### config.mk
export PLATFORM = sky130hd
export DESIGN_NAME = pipe_mdu
export DESIGN_NICKNAME = d
export VERILOG_FILES = /design/src/rtl/pipe_mdu.sv
export SDC_FILE = /design/constraint.sdc
export NUM_CORES = 1
export LEC_CHECK = 0
export ABC_AREA = 0
export ABC_CLOCK_PERIOD_IN_PS = 7100
export BUFFER_PORTS_ARGS = -buffer_cell sky130_fd_sc_hd__buf_2
export CAP_MARGIN = 10
export CORE_UTILIZATION = 30
export DETAILED_ROUTE_END_ITERATION = 10
export SLEW_MARGIN = 20
export SYNTH_ARGS = -nofsm -noshare
export SYNTH_HDL_FRONTEND = slang
export SYNTH_SLANG_ARGS = --single-unit
### constraint.sdc
create_clock -name clk -period 7.1 [get_ports clk]
set_input_delay 1.065 -clock clk [delete_from_list [all_inputs] [get_ports clk]]
set_output_delay 1.065 -clock clk [all_outputs]
set_load 0.01 [all_outputs]
### src/rtl/pipe_mdu.sv
// Multi-cycle MIPS-style multiply/divide unit with HI/LO registers.
// Optional macro PIPE_MDU_FAST_MULT_EN makes mult/multu single-cycle.
module pipe_mdu (
    input  logic        clk,
    input  logic        clrn,
    input  logic        start,
    input  logic [1:0]  op,
    input  logic [31:0] a,
    input  logic [31:0] b,
    input  logic        mthi,
    input  logic        mtlo,
    input  logic [31:0] wdata,
    output logic        busy,
    output logic        done,
    output logic [31:0] hi,
    output logic [31:0] lo
);

    typedef enum logic [1:0] {IDLE, MUL, DIV} state_t;

    state_t      r_state;
    logic [5:0]  r_count;
    logic        r_signed;
    logic [31:0] r_a;
    logic [31:0] r_b;
    logic [31:0] r_accHi;
    logic [31:0] r_accLo;
    logic [31:0] r_hi;
    logic [31:0] r_lo;
    logic        r_done;

    logic        w_signed;
    logic [31:0] w_magA;
    logic [31:0] w_magB;
    logic        w_negQ;
    logic        w_negR;
    logic [32:0] w_mulSum;
    logic [31:0] w_mulHi;
    logic [31:0] w_mulLo;
    logic [63:0] w_prod;
    logic [63:0] w_prodRes;
    logic [32:0] w_divShift;
    logic [32:0] w_divDiff;
    logic        w_divOk;
    logic [31:0] w_divHi;
    logic [31:0] w_divLo;
    logic [31:0] w_quo;
    logic [31:0] w_rem;

    assign w_signed = ~op[0];
    assign w_magA   = (w_signed && a[31]) ? (32'd0 - a) : a;

    // Operand signs and divisor magnitude come from the latched copies only.
    assign w_magB = (r_signed && r_b[31]) ? (32'd0 - r_b) : r_b;
    assign w_negQ = r_signed & (r_a[31] ^ r_b[31]);
    assign w_negR = r_signed & r_a[31];

    // Shift-add step: accumulate into the upper half, retire one multiplier bit.
    assign w_mulSum  = {1'b0, r_accHi} + (r_accLo[0] ? {1'b0, w_magB} : 33'd0);
    assign w_mulHi   = w_mulSum[32:1];
    assign w_mulLo   = {w_mulSum[0], r_accLo[31:1]};
    assign w_prod    = {w_mulHi, w_mulLo};
    assign w_prodRes = w_negQ ? (64'd0 - w_prod) : w_prod;

    // Restoring step: the partial remainder stays below the divisor, so 32 bits hold it.
    assign w_divShift = {r_accHi, r_accLo[31]};
    assign w_divDiff  = w_divShift - {1'b0, w_magB};
    assign w_divOk    = ~w_divDiff[32];
    assign w_divHi    = w_divOk ? w_divDiff[31:0] : w_divShift[31:0];
    assign w_divLo    = {r_accLo[30:0], w_divOk};
    assign w_quo      = w_negQ ? (32'd0 - w_divLo) : w_divLo;
    assign w_rem      = w_negR ? (32'd0 - w_divHi) : w_divHi;

`ifdef PIPE_MDU_FAST_MULT_EN
    logic [63:0] w_fastProd;
    assign w_fastProd = op[0] ? ({32'd0, a} * {32'd0, b})
                              : ({{32{a[31]}}, a} * {{32{b[31]}}, b});
`endif

    always_ff @(posedge clk or negedge clrn) begin
        if (!clrn) begin
            r_state  <= IDLE;
            r_count  <= 6'd0;
            r_signed <= 1'b0;
            r_a      <= 32'd0;
            r_b      <= 32'd0;
            r_accHi  <= 32'd0;
            r_accLo  <= 32'd0;
            r_hi     <= 32'd0;
            r_lo     <= 32'd0;
            r_done   <= 1'b0;
        end else begin
            r_done <= 1'b0;
            case (r_state)
                IDLE: begin
                    if (start) begin
                        r_signed <= w_signed;
                        r_a      <= a;
                        r_b      <= b;
                        r_accHi  <= 32'd0;
                        r_accLo  <= w_magA;
`ifdef PIPE_MDU_FAST_MULT_EN
                        if (!op[1]) begin
                            {r_hi, r_lo} <= w_fastProd;
                            r_done       <= 1'b1;
                        end else begin
                            r_count <= 6'd32;
                            r_state <= DIV;
                        end
`else
                        r_count <= 6'd32;
                        r_state <= op[1] ? DIV : MUL;
`endif
                    end else begin
                        if (mthi) r_hi <= wdata;
                        if (mtlo) r_lo <= wdata;
                    end
                end
                MUL: begin
                    r_accHi <= w_mulHi;
                    r_accLo <= w_mulLo;
                    r_count <= r_count - 6'd1;
                    if (r_count == 6'd1) begin
                        {r_hi, r_lo} <= w_prodRes;
                        r_done       <= 1'b1;
                        r_state      <= IDLE;
                    end
                end
                DIV: begin
                    r_accHi <= w_divHi;
                    r_accLo <= w_divLo;
                    r_count <= r_count - 6'd1;
                    if (r_count == 6'd1) begin
                        // Divide by zero reports all-ones quotient and the raw dividend.
                        if (w_magB == 32'd0) begin
                            r_hi <= r_a;
                            r_lo <= 32'hFFFF_FFFF;
                        end else begin
                            r_hi <= w_rem;
                            r_lo <= w_quo;
                        end
                        r_done  <= 1'b1;
                        r_state <= IDLE;
                    end
                end
                default: r_state <= IDLE;
            endcase
        end
    end

    assign busy = (r_state == MUL) || (r_state == DIV);
    assign done = r_done;
    assign hi   = r_hi;
    assign lo   = r_lo;

endmodule

; ---- Word-level counts from Yosys, hierarchy flattened
; Cells that the tools add are included.
[totals]
reg_bits = 202
in_bits = 103
output_inout_bits = 66
elab_cells = 78
[classes]
n_addsub = 8
n_eq_ne = 10
mux = 31
bitwise_logic = 5
n_reduce_logical = 14
[ops]
columns = cell, n
row1 = $mux W32, 18
row2 = $pmux W32 S3, 4
row3 = $sub A1 B32 Y32 const A, 4
row4 = $mux W64, 1
row5 = $sub A1 B64 Y64 const A, 1
row6 = $add A32 B32 Y33, 1
row7 = $sub A33 B32 Y33, 1
row8 = $logic_not A32 Y1, 1
row9 = $ne A2 B2 Y1 const B, 6
row10 = $pmux W6 S2, 1
row11 = $reduce_and A5 Y1, 2
row12 = $reduce_and A2 Y1, 4
row13 = $eq A6 B1 Y1 const B, 1
row14 = $mux W2, 3
row15 = $mux W6, 1
row16 = $sub A6 B1 Y6 const B, 1
row17 = $pmux W2 S2, 1
row18 = $reduce_bool A3 Y1, 1
row19 = $and A1 B1 Y1, 2
row20 = $eq A2 B1 Y1 const B, 1
row21 = $eq A2 B2 Y1 const B, 1
row22 = $logic_and A1 B1 Y1, 2
row23 = $logic_not A2 Y1, 1
row24 = $mux W1, 2
row25 = 6 further kinds, 7

; ---- Logic depth before layout (Yosys ltp)
[logic_depth]
depth_word = 9
mapped_depth = 30
ltp_nobuf = 26

; ---- Least setup slack after synthesis
; Ideal clock, no wire load.
[synth_timing]
kind = reg2reg
startpoint = register r_b[3]
endpoint = register r_lo[22], in the netlist lo[22]
setup_ps = 134
t_arrival_ps = 6036
t_required_ps = 6966
slack_ps = 930
stages_incl_launch_ff = 30
n_path_buf = 6
period_less_slack_ps = 6170
path_cell_list = dfrtp_1 > buf_6 > nor3_4 > buf_6 > nand4_1 > or3_1 > o31ai_1 > xor2_1 > ha_1 > a21oi_1 > o21ai_0 > a21oi_1 > nor2_1 > o21ai_0 > nand2_1 > a221oi_1 > and3b_1 > buf_6 > nor2_4 > inv_2 > clkbuf_1 > buf_1 > ha_1 > clkbuf_1 > nand3_1 > nor3_1 > a31oi_1 > xor2_1 > a221oi_1 > o31ai_1
[synth_via]
elab_chain_len = 9
elab_cells_between_ends = 10
classes_between = 3 x add/sub / 5 x mux / 1 x bitwise / 1 x reduce/logical
[synth_rtl]
columns = element, line_no
row1 = "start, declared", 25  ; logic [31:0] r_b;
row2 = "start signal, assigned", 86  ; r_b <= 32'd0;
row3 = "start signal, assigned", 99  ; r_b <= b;
row4 = $sub A1 B32 Y32, 54  ; assign w_magB = (r_signed && r_b[31]) ? (32'd0 - r_b) : r_b;
row5 = $mux W32 (*), 54
row6 = $sub A33 B32 Y33, 67  ; assign w_divDiff = w_divShift - {1'b0, w_magB};
row7 = $not A1 Y1, 68  ; assign w_divOk = ~w_divDiff[32];
row8 = $sub A1 B32 Y32, 71  ; assign w_quo = w_negQ ? (32'd0 - w_divLo) : w_divLo;
row9 = $mux W32, 71
row10 = $mux W32 (*), 135  ; if (w_magB == 32'd0) begin
row11 = $mux W32 (*), 133  ; if (r_count == 6'd1) begin
row12 = $pmux W32 S3 (*), 94  ; case (r_state)
row13 = "end signal, assigned", 116  ; if (mtlo) r_lo <= wdata;
row14 = "end signal, assigned", 124  ; {r_hi, r_lo} <= w_prodRes;
row15 = "end signal, assigned", 140  ; r_lo <= w_quo;
row16 = "end, declared", 29  ; logic [31:0] r_lo;
; Mark *: on every way between the ends. The rest lies on a longest branch, timed or not. The select of a mux whose other input is x is not followed.
; A chain may end at the register's enable or synchronous reset.

; ---- Worst setup path after layout
[layout_timing]
startpoint = register r_b[0]
endpoint = register r_hi[31], in the netlist hi[31]
[layout_via]
elab_chain_len = 9
elab_cells_between_ends = 15
classes_between = 5 x add/sub / 9 x mux / 1 x reduce/logical
[layout_rtl]
columns = element, line_no
row1 = $sub A1 B32 Y32, 54
row2 = $mux W32 (*), 54
row3 = $sub A33 B32 Y33, 67
row4 = $mux W32, 69  ; assign w_divHi = w_divOk ? w_divDiff[31:0] : w_divShift[31:0];
row5 = $sub A1 B32 Y32, 72  ; assign w_rem = w_negR ? (32'd0 - w_divHi) : w_divHi;
row6 = $mux W32, 72
row7 = $mux W32, 135
row8 = $mux W32, 133
row9 = $pmux W32 S3 (*), 94
row10 = "end signal, assigned", 115  ; if (mthi) r_hi <= wdata;
row11 = "end signal, assigned", 136  ; r_hi <= r_a;
row12 = "end signal, assigned", 139  ; r_hi <= w_rem;
row13 = "end, declared", 28  ; logic [31:0] r_hi;
; Marks and branches as above.

==> reports/results.ini <==
[finish]
layoutNonFillerInstCount=3290
nets=2600
layout-drive-gt1-share=0.151
fillers=6558
final_cell_area_sq_um=21300
syn2layout_area_growth_pct=13.5

[floorplanning]
core_area_sq_um=61800
die_w_um=252
placementRows=91
ioPinCount=169
dieArea_sq_um=63600
fp.dieH_um=252
start_util=0.304

[critical_path]
crit_path_start_kind=flop
endpoint_kind=flop
r2r_start=r_b[0]
timing.rr.end=hi[31]
crit_fanout=9
path_class=reg -> reg
cp.required_ps=7550
timing.reg2reg.setup_slack_ps=580
ff2ff_path_depth=21
critPathArrivalTime_ps=6970

[synthesis]
syn_avg_cell_area_sq_um=7.93
synthFlopType=dfrtp_1
yosysTopAreaCell=dfrtp_1
synth_cell_types=102
async_reset_ff_frac=1.00
yosysWarnings=0
yosysMostFrequentCell=nand2_1
synth_seq_cells=202
synth_top_area_frac=0.269
synthTopCellsByArea=dfrtp_1 27%, xnor2_1 7.0%, nand2_1 5.3%, nor2_1 5.1%, xor2_1 4.7%
synth_edf_count=0
synth_commonest_cells=263 x nand2_1, 253 x nor2_1, 202 x dfrtp_1
ys_seq_area_frac=0.269
synth_area_sq_um=18800
postSynthCellCount=2369
syn-num-nets=2537

[timing]
relSlewSlack=0.260
worst_slack_ps=577
report.final.slew_viol_count=0
timing.final.crit_share=0.919
grt_setup_unrepaired=no
worst_pin_slew_ps=1110
clock_skew_ps=16.0
finalHoldViolations=0
tns_ps=0
period_minus_slack_ps=6520
finalSetupViolCount=0
fmax_mhz=153

[cts]
clk_root_buffer_cell=clkbuf_16
insertion_delay_ps=580
htreeDepth=1
post-cts-setup-buffers=0
cts_hold_buf=0
cts_made_buffers=26
path_clk_slew_ps=60
cts_tree=built
clkSinkCount=202
clock_path_buffers=3

[power]
comb_power_share=0.650
total_power_w=0.0110
seqPwrFrac=0.219
power.internal_w=0.00519
ir_drop_uv=244
clockPowerShare=0.132
power.switching_w=0.00585
p_sw_frac=0.530
power_density_nw_per_um2=518
leakage_nw=8.82

[placement]
dpl_cell_area_sq_um=20300
dpl_worst_slack_ps=570
dp_cells=3240
place_congestion=0.910
port_buffers=168
dp_hpwl_mm=52.3

[route]
drc=0
vias_per_cell=5.67
firstDrtPassIters=5
wl_per_cell_um=21.3
routed_wl_mm=70.1
routed-via-count=18668
drt_iter0_drc=2093
ant_nets=0

[run_status]
outcome=finished clean

[global_route]
grt_pass1_vias=17715
antenna_found_initial=4
grt_pass1_wl_mm=107
grtUsageTotal=0.214
globalRouteOverflowTotal=0
grt_max_degree=97

[job]
maxCapViolations=0

[worst_hold_path]
hold_path_class=in -> async

==> cell usage in the layout (no fill, tap or decap), types with 10 or more instances in the layout <==
cell type  instances
inv_1             53
mux2i_1           20
and2_1            18
a21o_1            35
o21ai_0          157
and3_1            11
a211oi_1          16
or3_1             28
a22oi_1           16
ha_1              60
a21oi_1          165
nor2_1           253
a221oi_1          68
xor2_1           101
mux2_2            59
xnor2_1          151
nand3_1           33
nor4_1            21
o21a_1            10
nor3_1            59
o31ai_1           91
a41oi_1           12
nand4_1           19
or2_2             11
nor2b_1           13
a31oi_1           29
nand2b_1          10
buf_4             38
or4_1             15
dfrtp_1          202
nand2_1          263
buf_2            167
clkbuf_16         26
==> layer usage <==
metal	up-vias	GRT usage	share of wire
li1	8768	-	-
met1	8964	0.286	0.43
met2	802	0.351	0.46
met3	130	0.0305	0.072
met4	4	0.0765	0.036
met5	-	0	0.00031
==> power by group through the flow <==
stage                     Sequential, W  Combinational [W]  Clock, W
after global placement          0.00241            0.00705         0
final                           0.00242            0.00718   0.00145
after CTS                       0.00240            0.00710   0.00148
after floorplan                 0.00204            0.00526         0
after detailed placement        0.00241            0.00707         0
after global routing            0.00248            0.00783   0.00153
==> worst max-delay path, cell delays in order, from the launching register on <==
cell and delay (ps):
dfrtp_1 440, inv_1 120, ha_1 220, and2b_1 330, nand4_4 180, o41a_4 440, xnor2_2 380, nor2_1 80
ha_1 450, and3_1 280, a221oi_1 120, o21ai_0 200, a211oi_1 130, nor4_1 580, a31oi_1 190, xnor2_1 260
or4_1 630, nor4_1 520, a41oi_1 230, xnor2_1 170, a221oi_1 310, o22ai_1 130
==> cells by family (layout without fill, tap and decap cells) <==
family | after synthesis | in the layout | share of synthesized area
simple gates | 800 | 800 | 0.201
compound gates | 727 | 727 | 0.263
xor+xnor | 260 | 260 | 0.127
buf+inv | 231 | 314 | 0.0485
flops | 202 | 202 | 0.269
mux | 79 | 79 | 0.0460
fa+ha+maj | 70 | 70 | 0.0468
other cells | 0 | 1 | 0
==> layout make-up <==
class,instances,area (sq um),area share
multi-input combinational,1936,12900,0.605
sequential,202,5050,0.237
timing repair buffer,207,1160,0.0546
tap,837,1050,0.0491
clock buffer,33,747,0.0350
inverter,59,221,0.0104
clock inverter,15,184,0.00863
antenna,1,2.50,0.000117
==> state kept, by name, summed over array words and instances, names as in the netlist <==
register,cells
r_accLo,32
done,1
r_count,6
r_state,2
r_accHi,32
lo,32
r_a,32
r_b,32
hi,32
r_signed,1
==> through the flow <==
stage,utilization,hold slack [ps]
6_report,0.345,455
5_1_grt,0.345,496
4_1_cts,0.344,466
3_5_place_dp,0.329,464
3_3_place_gp,0.329,457
2_1_floorplan,-,450
==> worst max-delay path by stage <==
stage / slack [ps] / end / depth (start not counted) / start
global placement: 680 / hi[30] / 23 / r_b[13]
finish: 580 / hi[31] / 21 / r_b[0]
CTS: 520 / hi[30] / 23 / r_b[13]
detailed placement: 570 / hi[30] / 23 / r_b[13]
global route: 50 / lo[22] / 24 / r_b[9]
floorplan: 930 / lo[22] / 29 / r_b[3]
==> repair_timing <==
item                       in CTS  in global routing
setup endpoints to repair       0                  8
hold endpoints to repair        0                  0
resized for setup               0                  2
Note: power is estimated with default switching activity, not from simulation.
